File: config.mk
export PLATFORM = sky130hd
export DESIGN_NAME = fft_frame_sched
export DESIGN_NICKNAME = d
export VERILOG_FILES = /design/src/rtl/fft_frame_sched.sv
export SDC_FILE = /design/constraint.sdc
export NUM_CORES = 1
export LEC_CHECK = 0
export BUFFER_PORTS_ARGS = -buffer_cell sky130_fd_sc_hd__buf_2
export CORE_AREA = 2 2 114 116
export CTS_CLUSTER_DIAMETER = 60
export DETAILED_ROUTE_END_ITERATION = 8
export DIE_AREA = 0 0 116 118
export PLACE_DENSITY = 0.68
export SYNTH_ARGS = -nofsm -noshare
export SYNTH_HDL_FRONTEND = slang
export SYNTH_SLANG_ARGS = --single-unit
File: constraint.sdc
create_clock -name clk -period 7.5 [get_ports clk]
set_clock_uncertainty 0.1 [all_clocks]
set_input_delay 1.875 -clock clk [delete_from_list [all_inputs] [get_ports clk]]
set_output_delay 1.875 -clock clk [all_outputs]
set_load 0.03 [all_outputs]
File: src/rtl/fft_frame_sched.sv
// fft_frame_sched: buffers the free-running sample stream into the prefetch
// FIFO and, once a full frame is buffered, streams exactly one frame to the
// FFT core over valid/ready with a last-beat marker.
// Optional feature macro: FFT_SCHED_STATS_EN enables the dropped-sample counter.
module fft_frame_sched #(
   parameter int unsigned DATA_WIDTH  = 64,
   parameter int unsigned DEPTH_WIDTH = 11
) (
   input  logic                   clk,
   input  logic                   rst,
   input  logic                   en,
   input  logic [DEPTH_WIDTH:0]   cfg_frame_len,
   input  logic                   s_valid,
   input  logic [DATA_WIDTH-1:0]  s_data,
   output logic                   fifo_wr_en,
   output logic [DATA_WIDTH-1:0]  fifo_wr_data,
   input  logic                   fifo_wr_vld,
   output logic                   fifo_rd_en,
   input  logic                   fifo_rd_vld,
   input  logic [DATA_WIDTH-1:0]  fifo_rd_data,
   output logic                   fft_tvalid,
   output logic                   fft_tlast,
   output logic [DATA_WIDTH-1:0]  fft_tdata,
   input  logic                   fft_tready,
   output logic                   busy,
   output logic                   frame_done,
   output logic [15:0]            ovf_cnt
);

   localparam int unsigned OCC_WIDTH = DEPTH_WIDTH + 1;
   localparam logic [OCC_WIDTH-1:0] CAP     = OCC_WIDTH'(2 ** DEPTH_WIDTH);
   localparam logic [OCC_WIDTH-1:0] MIN_LEN = OCC_WIDTH'(8);

   typedef enum logic [1:0] {
      S_IDLE,
      S_FILL,
      S_STREAM,
      S_FLUSH
   } state_t;

   state_t                 state_q, state_d;
   logic [OCC_WIDTH-1:0]   occ_q;
   logic [OCC_WIDTH-1:0]   len_q, len_d;
   logic [OCC_WIDTH-1:0]   beat_q, beat_d;
   logic                   done_q, done_d;
   logic                   can_wr;

   // Limit a requested frame length to the legal 8..capacity range
   function automatic logic [OCC_WIDTH-1:0] clamp_len(input logic [OCC_WIDTH-1:0] v);
      if (v < MIN_LEN)  return MIN_LEN;
      else if (v > CAP) return CAP;
      else              return v;
   endfunction

   assign can_wr       = s_valid & fifo_wr_vld & (occ_q < CAP);
   assign fifo_wr_data = s_data;
   assign fft_tdata    = fifo_rd_data;
   assign busy         = (state_q != S_IDLE);
   assign frame_done   = done_q;

   // Next-state and handshake decode; writes/pops are same-cycle combinational
   always_comb begin
      state_d    = state_q;
      len_d      = len_q;
      beat_d     = beat_q;
      done_d     = 1'b0;
      fifo_wr_en = 1'b0;
      fifo_rd_en = 1'b0;
      fft_tvalid = 1'b0;
      fft_tlast  = 1'b0;
      unique case (state_q)
         S_IDLE: begin
            if (en) begin
               len_d   = clamp_len(cfg_frame_len);
               state_d = S_FILL;
            end
         end
         S_FILL: begin
            fifo_wr_en = can_wr;
            if (!en) begin
               state_d = S_FLUSH;
            end else if (occ_q >= len_q) begin
               state_d = S_STREAM;
               beat_d  = '0;
            end
         end
         S_STREAM: begin
            fifo_wr_en = can_wr;
            fft_tvalid = fifo_rd_vld;
            fifo_rd_en = fifo_rd_vld & fft_tready;
            fft_tlast  = fifo_rd_vld & (beat_q == (len_q - OCC_WIDTH'(1)));
            if (fifo_rd_en) begin
               beat_d = beat_q + OCC_WIDTH'(1);
               if (fft_tlast) begin
                  done_d  = 1'b1;
                  len_d   = clamp_len(cfg_frame_len);
                  state_d = en ? S_FILL : S_FLUSH;
               end
            end
         end
         S_FLUSH: begin
            fifo_rd_en = fifo_rd_vld;
            if ((occ_q == '0) && !fifo_rd_vld) state_d = S_IDLE;
         end
         default: state_d = S_IDLE;
      endcase
   end

   // Control state registers
   always_ff @(posedge clk) begin
      if (rst) begin
         state_q <= S_IDLE;
         len_q   <= '0;
         beat_q  <= '0;
         done_q  <= 1'b0;
      end else begin
         state_q <= state_d;
         len_q   <= len_d;
         beat_q  <= beat_d;
         done_q  <= done_d;
      end
   end

   // FIFO occupancy mirror: +1 per write, -1 per pop
   always_ff @(posedge clk) begin
      if (rst) begin
         occ_q <= '0;
      end else begin
         case ({fifo_wr_en, fifo_rd_en})
            2'b10:   occ_q <= occ_q + OCC_WIDTH'(1);
            2'b01:   occ_q <= occ_q - OCC_WIDTH'(1);
            default: occ_q <= occ_q;
         endcase
      end
   end

`ifdef FFT_SCHED_STATS_EN
   logic        drop;
   logic [15:0] ovf_q;

   assign drop    = ((state_q == S_FILL) || (state_q == S_STREAM)) & s_valid & ~fifo_wr_en;
   assign ovf_cnt = ovf_q;

   // Saturating count of samples refused while acquiring
   always_ff @(posedge clk) begin
      if (rst) begin
         ovf_q <= '0;
      end else if (drop && (ovf_q != 16'hFFFF)) begin
         ovf_q <= ovf_q + 16'd1;
      end
   end
`else
   assign ovf_cnt = '0;
`endif

endmodule
# ---- After elaboration in Yosys (flattened, before gate mapping)
# Index checks and enable logic that the tools add are counted.
dict set report totals {
  reg_bits 39
  input_bits 147
  output_inout_bits 150
}
dict set report op_classes {
  addsub 4
  magnitude_cmp 4
  n_eq_ne 13
  mux 24
  bitwise_logic 6
  reduce_logical 13
}
# op count
set ops {}
lappend ops {{12-bit two-way mux} 8}
lappend ops {{12-bit case mux with 2 select lines} 3}
lappend ops {{12-bit by 1-bit adder with 12-bit output, second input constant} 2}
lappend ops {{12-bit by 1-bit subtractor with 12-bit output, second input constant} 2}
lappend ops {{2-bit two-way mux} 7}
lappend ops {{12-bit == test} 1}
lappend ops {{12-bit >= comparator} 1}
lappend ops {{12-bit greater-than comparator, second input constant} 1}
lappend ops {{12-bit zero test} 1}
lappend ops {{12-bit less-than comparator, second input constant} 1}
lappend ops {{12-bit by 4-bit less-than comparator with 1-bit output, second input constant} 1}
lappend ops {{2-bit != test, second input constant} 6}
lappend ops {{2-bit case mux with 4 select lines} 1}
lappend ops {{4-bit AND reduction} 2}
lappend ops {{2-bit nonzero test} 4}
lappend ops {{2-bit == test, second input constant} 3}
lappend ops {{5-bit AND reduction} 1}
lappend ops {{1-bit bitwise AND} 4}
lappend ops {{2-bit by 1-bit == test with 1-bit output, second input constant} 2}
lappend ops {{1-bit two-way mux} 4}
lappend ops {{3-bit != test, second input constant} 1}
lappend ops {{3-bit OR reduction} 1}
lappend ops {{2-bit zero test} 1}
lappend ops {{1-bit NOT} 2}
lappend ops {{4 further kinds} 4}

# ---- Depth between registers and ports, before layout
# Gate-level depths: netlist (run 1).
dict set report logic_depth {
  word_depth 6
  depth_mapped 15
}

# ---- Least setup slack after synthesis (run 1)
# No wires, ideal clock.
dict set report synth_path {
  path_kind {input to output}
  from {input fifo_rd_vld}
  to {output fft_tlast}
  arrival_ps 4027
  path_slack_ps 1498
  path_stages 4
  n_path_buf 0
  path_cell_list {nand3_1 > a211oi_1 > nand4_1 > a2111oi_0}
}
dict set report synth_via {
  elab_chain_cells 2
}
# element line
set synth_lines {}
lappend synth_lines {{start: declaration} 19} ;# input logic fifo_rd_vld,
lappend synth_lines {{1-bit bitwise AND} 91} ;# fft_tlast = fifo_rd_vld & (beat_q == (len_q - OCC_WIDTH'(1)));
lappend synth_lines {{1-bit two-way mux} 71} ;# unique case (state_q)
lappend synth_lines {{end: declaration} 22} ;# output logic fft_tlast,
# Every way passes these cells.

# ---- Final worst setup path (run 1)
# Same ends and word-level chain as after synthesis.

==> results.md, run 1 <==
- The flow ran to the end, and the final reports show no timing, DRC or antenna violations.
- The fraction of synthesized cell area taken by the top area cell type is 0.258.
- After global routing, the most crowded layer is met2.
- The die is 118 um tall.
- sky130_fd_sc_hd__buf_4 is the most common cell in the netlist.
- Counting every instance in the synthesized netlist gives 528.
- The clock net sink count is 39.
- The final layout contains 595 nets.
- The post-synthesis async set-or-reset flop share is 0.
- The total power consumption of the routed design is 918 uW.
- The worst register-to-register path has a setup slack of 3.93 ns.
- In this run the static leakage power is 1.39 nW.
- Dividing total power by cell area gives a power density of 257 nW/um2.
- Headroom to the max-slew limit came out at 0.598.
- The total area of sequential cells is 781 um2.
- The final worst-path cycle share is 0.725.
- The fill cell total of the finished layout is 1382.
- The arrival time of the worst setup path is 3.46 ns.
- The CTS tree is built.
- Setup violations remaining at the end of the flow were counted as 0.
- The number of max-cap violations is 0.
- The number of warnings printed during yosys synthesis is 0.
- The number of design rule violations left after detail routing is 0.
- For this design the top-level I/O count stands at 297.
- The pin count of the biggest net entering global routing is 26.
- For met2 alone, demand over resource in global routing was 0.217.
- Summed over all instances, the cell type with the most area after synthesis is sky130_fd_sc_hd__buf_4.
- In the synthesized netlist the dominant register cell turns out to be sky130_fd_sc_hd__dfxtp_1.
- The count of distinct cell types in the synthesized netlist is 60.
- Detailed placement ended at an HPWL of 7270 um.
- Dividing the detail-routed via count by the number of cells gives 5.17.
- Across the VDD grid, the largest voltage drop is 0.139 mV.
- For this run, the register share of the synthesized area comes to 0.187.
- The number of gates resized after CTS was 0.
- The first global-routing pass estimated 15300 um of wire.
- The worst setup path is of the in2out kind.
- The post-CTS setup repair buffer count is 0.
- For this design, the CTS-stage hold fixing added 0 buffers.
- The met1 usage is 0.173.
- The number of enable-type register cells in the synthesized netlist is 0.
- The total CTS buffers is 5.
- The synthesized design contains 39 register bits.
- The global routing usage summed across all routing layers is 0.136.
- The tightest hold path in the finished design has a slack of 0.412 ns.
- The final layout contains routed wiring with a total length of 9210 um.
- The final max-slew violation count was 0.
- In this run the number of H-tree levels came out at 2.
- For the pin with the worst max-slew slack, the measured transition is 0.595 ns.
- STA puts the critical path data required time at 5.53 ns.
- In this run the most critical hold path is launched from beat_q[11].
- The longest clock path from root to sink contains 2 buffers.
- The via count of the first global-routing pass is 3124.
- The via count is 3058.
- The initial antenna violation count is 0.
- After clock tree synthesis, the clock-pin slew on the worst setup and hold paths is 0.06 ns.
- The area occupied by multi-input gates is 2210 um2.
- From synthesis to final layout, the design area changed by -14.5%.
- The per-instance average area after synthesis is 7.92 um2.
- The type of the tightest min-delay check is reg2reg.
- In the final timing run, aggregate negative setup slack is 0 ns.
- The die covers 13700 um2.
- The critical path startpoint is fifo_rd_vld.
- At the end of routability-driven placement, the weighted congestion stood at 0.905.
- Summed over all layers, the global routing overflow is 0.
- Among all stages on the critical path, the largest delay is contributed by sky130_fd_sc_hd__a2111oi_0.
- The initial cell density of the core is 0.337.
- The final-report hold violation count came to 0.
- Counting instances in the post-synthesis netlist gives the leading cell types as sky130_fd_sc_hd__buf_4 (144), sky130_fd_sc_hd__dfxtp_1 (39), sky130_fd_sc_hd__nand2_1 (34), sky130_fd_sc_hd__nor2_1 (30), sky130_fd_sc_hd__ha_1 (29).
- Sorting the synthesized cells by area gives the leading types as sky130_fd_sc_hd__buf_4 (26%), sky130_fd_sc_hd__dfxtp_1 (19%), sky130_fd_sc_hd__ha_1 (8.7%).
- The tree is rooted in a sky130_fd_sc_hd__clkbuf_16.
- The worst register-to-register path begins at state_q[0].
- After floorplanning, the core was sized to cover 12400 um2.
- Before antenna repair, the detailed router went through 4 iterations.
- The worst setup path is captured at an output port.
- The post-route minimum period is 5.44 ns.
- For this block, the initial DRC count from the detailed router was 193.
- The largest incremental delay on the critical path is 0.52 ns.
- The most numerous cell type found on the critical path is sky130_fd_sc_hd__buf_2.
- During placement, the flow inserted port buffers numbering 24.
- Along the worst path, the maximum fanout reaches 5.
- Setup repair after global routing left no endpoint under its margin.
- The element type at the critical path start is a primary input.
- The floorplan has 41 rows.
- The synthesized netlist occupies a cell area of 4180 um2.
- The post-detailed-route wirelength per cell is 15.6 um.
- Measured along the x axis, the die boundary spans 116 um.
- The insertion delay of the later-clocked pin in the worst-skew pair is 0.28 ns.
- The detail route stage leaves a number of antenna-violating nets equal to 0.
- In the global route stage, met3 resource usage came out at 0.0304.
- The fraction of final layout cells sized beyond drive strength 1 is 0.0931.
- 0 antenna diodes ended up in the layout.
- The signal on the critical path passes through buf_2 -> nand3_1 -> a211oi_1 -> nand4_1 -> a2111oi_0 -> buf_2.
- The fmax is 184 MHz.
## area by class of cell
class / count / area share
clock inverter: 2 / 0.00350
tap: 172 / 0.0602
clock buffer: 6 / 0.0360
sequential: 39 / 0.218
multi-input combinational: 320 / 0.618
timing repair buffer: 25 / 0.0357
inverter: 27 / 0.0283
## per-stage QoR
| stage | instances | utilization | area, um2 | setup slack (ns) |
|---|---|---|---|---|
| detailed placement | 583 | 0.277 | 3440 | 2.11 |
| floorplan | 543 | - | 4240 | 1.50 |
| global placement | 583 | 0.277 | 3440 | 2.12 |
| global route | 591 | 0.288 | 3580 | 1.93 |
| finish | 591 | 0.288 | 3580 | 2.06 |
| CTS | 591 | 0.288 | 3580 | 2.11 |
## state kept, by name (all words and copies together) (netlist names)
signal      count
beat_q         12
len_q          12
occ_q          12
state_q         2
frame_done      1
## cells in the final DEF, fill, tap and decap left out, types with 6 or more instances in the layout
cell type,instances
sky130_fd_sc_hd__o31ai_1,6
sky130_fd_sc_hd__nand3_1,16
sky130_fd_sc_hd__o21ai_0,15
sky130_fd_sc_hd__nor4_1,6
sky130_fd_sc_hd__a31oi_1,6
sky130_fd_sc_hd__mux2i_1,14
sky130_fd_sc_hd__ha_1,29
sky130_fd_sc_hd__a21oi_1,22
sky130_fd_sc_hd__conb_1,16
sky130_fd_sc_hd__dfxtp_1,39
sky130_fd_sc_hd__xor2_1,8
sky130_fd_sc_hd__buf_2,24
sky130_fd_sc_hd__inv_1,25
sky130_fd_sc_hd__nor3_1,12
sky130_fd_sc_hd__nand2_1,34
sky130_fd_sc_hd__nand4_1,7
sky130_fd_sc_hd__nor2_1,30
sky130_fd_sc_hd__a21o_1,6
sky130_fd_sc_hd__xnor2_1,14
## path summary, 6_finish.rpt
| kind | cells after the start | to |
|---|---|---|
| setup / recovery | 6 | fft_tlast |
| hold / removal | 2 | beat_q[11] |
| setup reg to reg | 13 | occ_q[11] |
| hold reg to reg | 2 | beat_q[11] |
## critical path: cells and delay by family
| kind | cells | cell delay [ns] |
|---|---|---|
| compound gates | 2 | 0.82 |
| buf+inv | 2 | 0.45 |
| simple gates | 2 | 0.32 |
## cell families (layout without fill, tap and decap cells)
kind of cell | Yosys count | count (layout) | share of synthesized area
mux | 15 | 15 | 0.0362
compound gates | 98 | 98 | 0.168
xor+xnor | 22 | 22 | 0.0461
buf+inv | 184 | 60 | 0.298
fa+ha+maj | 30 | 30 | 0.0915
other cells | 1 | 16 | 0.000896
simple gates | 139 | 139 | 0.172
flops | 39 | 39 | 0.187
## routing by layer
| layer | vias to the layer above | wire length, um |
|---|---|---|
| met5 | - | 0 |
| met4 | 0 | 286 |
| met1 | 1415 | 3960 |
| met3 | 50 | 747 |
| li1 | 1471 | - |
| met2 | 122 | 4220 |
## where the power goes
part | internal [mW] | leakage, nW | switching [mW] | total, mW
combinational | 0.172 | 1.00 | 0.269 | 0.442
clock | 0.123 | 0.0669 | 0.0856 | 0.208
sequential | 0.231 | 0.316 | 0.0377 | 0.268
total | 0.526 | 1.39 | 0.393 | 0.918
Power figures use the tool's default switching activity.
==> run 2: changes to the inputs <==
--- a/config.mk
+++ b/config.mk
@@ -6,11 +6,11 @@
 export NUM_CORES = 1
 export LEC_CHECK = 0
 export BUFFER_PORTS_ARGS = -buffer_cell sky130_fd_sc_hd__buf_2
-export CORE_AREA = 2 2 114 116
+export CORE_AREA = 2 2 115 117
 export CTS_CLUSTER_DIAMETER = 60
 export DETAILED_ROUTE_END_ITERATION = 8
-export DIE_AREA = 0 0 116 118
-export PLACE_DENSITY = 0.68
+export DIE_AREA = 0 0 117 119
+export PLACE_DENSITY = 0.7
 export SYNTH_ARGS = -nofsm -noshare
 export SYNTH_HDL_FRONTEND = slang
 export SYNTH_SLANG_ARGS = --single-unit
==> constraint.sdc (replaced) <==
create_clock -name clk -period 4.6 [get_ports clk]
set_clock_uncertainty 0.1 [all_clocks]
set_input_delay 1.15 -clock clk [delete_from_list [all_inputs] [get_ports clk]]
set_output_delay 1.15 -clock clk [all_outputs]
set_load 0.03 [all_outputs]
==> run 2 against run 1 <==
- total power grew 64%
- highest routed layer unchanged
- first-iteration DRC count rose by 6.2%
- register-to-register slack worse by 2.9 ns
- sequential power increased by 63%
==> results.md, run 2 (synthesized netlist as in run 1, its figures left out) <==
- The flow ran to the end, and the final reports show no timing, DRC or antenna violations.
- The final max-slew violation count is 0 (unchanged).
- In this run the worst hold path is classified as reg2reg.
- In this run the clock root is driven by a sky130_fd_sc_hd__clkbuf_16.
- The area occupied by multi-input gates was 2210 um2 (unchanged).
- The port buffer count was 24 (unchanged).
- The final-report hold violation count is 0 (unchanged).
- The cell count after placement is 587 (+0.69%).
- The fmax is 243 MHz.
- The final setup violation count is 0 (unchanged).
- The setup TNS after final layout is 0 ns (unchanged).
- Traced cell by cell, the critical path runs through inv_1 -> ha_1 -> nand2_1 -> o41ai_1 -> nand4_1 -> a2111oi_0 -> buf_2.
- The arrival time of the worst setup path was 2.86 ns (-0.60 ns).
- The sum of routed wire length over all layers is 9370 um (+1.8%).
- The post-route cell area is 3600 um2 (+0.56%).
- The site row count is 42 (+2.4%).
- The worst supply voltage drop on vdd was 0.165 mV (+18%).
- The number of design rule violations left after detail routing came to 0 (unchanged).
- The via count of the first global-routing pass is 2825 (-9.6%).
- The CTS tree is built.
- The actual slew at the worst max-slew pin came to 0.596 ns (+0.000685 ns).
- The utilization of the core after routing was 0.279 (-0.00875).
- The first-pass GRT wire length came to 14400 um (-5.9%).
- The total area of sequential cells came to 781 um2 (unchanged).
- The data required time of the critical path was 3.35 ns (-2.18 ns).
- The clock edge transition at the registers on the reported setup and hold paths is 0.06 ns (about the same).
- The total of hold buffers inserted after clock tree synthesis is 0 (unchanged).
- The power density over cell area is 418 nW/um2 (+63%).
- The initial antenna violation count is 0 (unchanged).
- The library cell contributing the largest single delay on the critical path is sky130_fd_sc_hd__a2111oi_0.
- The critical path in this run is classified as reg2out.
- The total inserted antenna cells came to 0 (unchanged).
- The first-pass iteration count of the detailed router is 4 (unchanged).
- The buffer and inverter count on the worst path is 2 (unchanged).
- The via-per-instance ratio is 5.11 (-1.3%).
- The remaining number of nets flagged by the antenna check after routing was 0 (unchanged).
- The initial cell density of the core is 0.325 (-0.0121).
- The total CTS buffers is 5 (unchanged).
- The insertion delay of the later-clocked pin in the worst-skew pair was 0.29 ns (about the same).
- The number of nets in the finished design is 595 (unchanged).
- The pin count of the biggest net entering global routing is 26 (unchanged).
- STA classifies the critical path endpoint as an output port.
- For the finished layout, the period the worst path requires is 4.11 ns.
- The final worst-path cycle share is 0.894.
- The post-detailed-route wirelength per cell is 15.8 um (+1.1%).
- The number of DRC markers in iteration 0 is 205 (+6.2%).
- The die outline height was 119 um (+0.85%).
- The max-slew headroom at the worst pin is 0.592 (-0.00550).
- The fraction of final layout cells sized beyond drive strength 1 was 0.0931 (unchanged).
- The number of max-cap violations came to 0 (unchanged).
- The fill cell total of the finished layout came to 1371 (-0.80%).
- The top-level port count is 297 (unchanged).
- The die extent in x is 117 um (+0.86%).
- Setup repair after global routing left no endpoint under its margin.
- The area of the placeable core is 12900 um2 (+3.7%).
- The top cell types in the final layout, fill and taps aside, are sky130_fd_sc_hd__dfxtp_1 (39), sky130_fd_sc_hd__nand2_1 (34), sky130_fd_sc_hd__nor2_1 (30).
- The number of gates given a new drive strength after cts was 0 (unchanged).
- STA classifies the critical path startpoint as a flop.
- The cell area after placement is 3440 um2 (+0.15%).
- The post-CTS setup repair buffer count is 0 (unchanged).
- The number of non-filler instances in the completed layout came to 595 (+0.68%).
- The largest incremental delay on the critical path was 0.58 ns (+0.06 ns).
- In the final layout, the registers with the most flip-flops are beat_q: 12 flops, len_q: 12 flops, occ_q: 12 flops.
- The largest fanout of any net on the critical path is 9 (+4).
- The final-layout worst hold slack is 0.411 ns (-0.000374 ns).
- The global placement routability congestion was 0.823 (-9.0%).
- The clock net sink count came to 39 (unchanged).
- The HPWL reported at the end of detailed placement is 7380 um (+1.6%).
- The commonest non-fill, non-tap cell in the layout is sky130_fd_sc_hd__dfxtp_1.
- The global routing usage summed across all routing layers is 0.132 (-0.00394).
- The floorplan die area is 13900 um2 (+1.7%).
- The leakage power summed over all cells is 1.40 nW (+0.74%).
- The deepest level of the CTS H-tree came to 2 (unchanged).
- The signed area change from the synthesized netlist to the final layout is -14.0%.
- The maximum clock insertion buffer count was 2 (unchanged).
- The total grt overflow came to 0 (unchanged).
- The family of cells with the greatest summed delay on the critical path is compound AO/OA/AOI/OAI gates.
- The via count is 3038 (-0.65%).
==> run 2: cell count changes in the layout (fill, tap and decap cells not counted), sizes merged <==
cell      change
clkbuf        +2
clkinv        -1
clkinvlp      -1
==> run 2: final timing paths <==
path	cells past startpoint	slack, ns	endpoint	from
worst max register to register	13	1.02	occ_q[11]	state_q[0]
worst min register to register	2	0.41	beat_q[11]	beat_q[11]
worst max-delay path	7	0.49	fft_tlast	len_q[0]
worst min-delay path	2	0.41	beat_q[11]	beat_q[11]
==> run 2: per-layer routing <==
layer / up-vias / global-route usage / share of wire
li1: 1480 / - / -
met1: 1369 / 0.163 / 0.43
met2: 117 / 0.193 / 0.41
met3: 72 / 0.0310 / 0.086
met4: 0 / 0.104 / 0.077
met5: - / 0 / 0
==> run 2: per-stage QoR <==
stage / worst slack, ns / total power, mW
after floorplan: 0.0480 / 1.24
after global placement: 0.617 / 1.13
after detailed placement: 0.627 / 1.14
after CTS: 0.582 / 1.50
after global routing: 0.254 / 1.60
final: 0.487 / 1.50
==> run 2: power by group <==
part / switching (mW) / total (mW) / internal, mW
registers: 0.0622 / 0.438 / 0.376
logic: 0.417 / 0.697 / 0.280
clock network: 0.136 / 0.367 / 0.231
total: 0.615 / 1.50 / 0.887
==> run 2: layout make-up <==
cell class / count / area share
multi-input combinational: 320 / 0.615
clock buffer: 8 / 0.0435
timing repair buffer: 25 / 0.0355
inverter: 27 / 0.0282
tap: 176 / 0.0612
sequential: 39 / 0.217
==> run 2: worst min-delay path, stage by stage (launching register included) <==
cell	delay, ns
sky130_fd_sc_hd__dfxtp_1	0.33
sky130_fd_sc_hd__o31ai_1	0.07
sky130_fd_sc_hd__a21oi_1	0.06
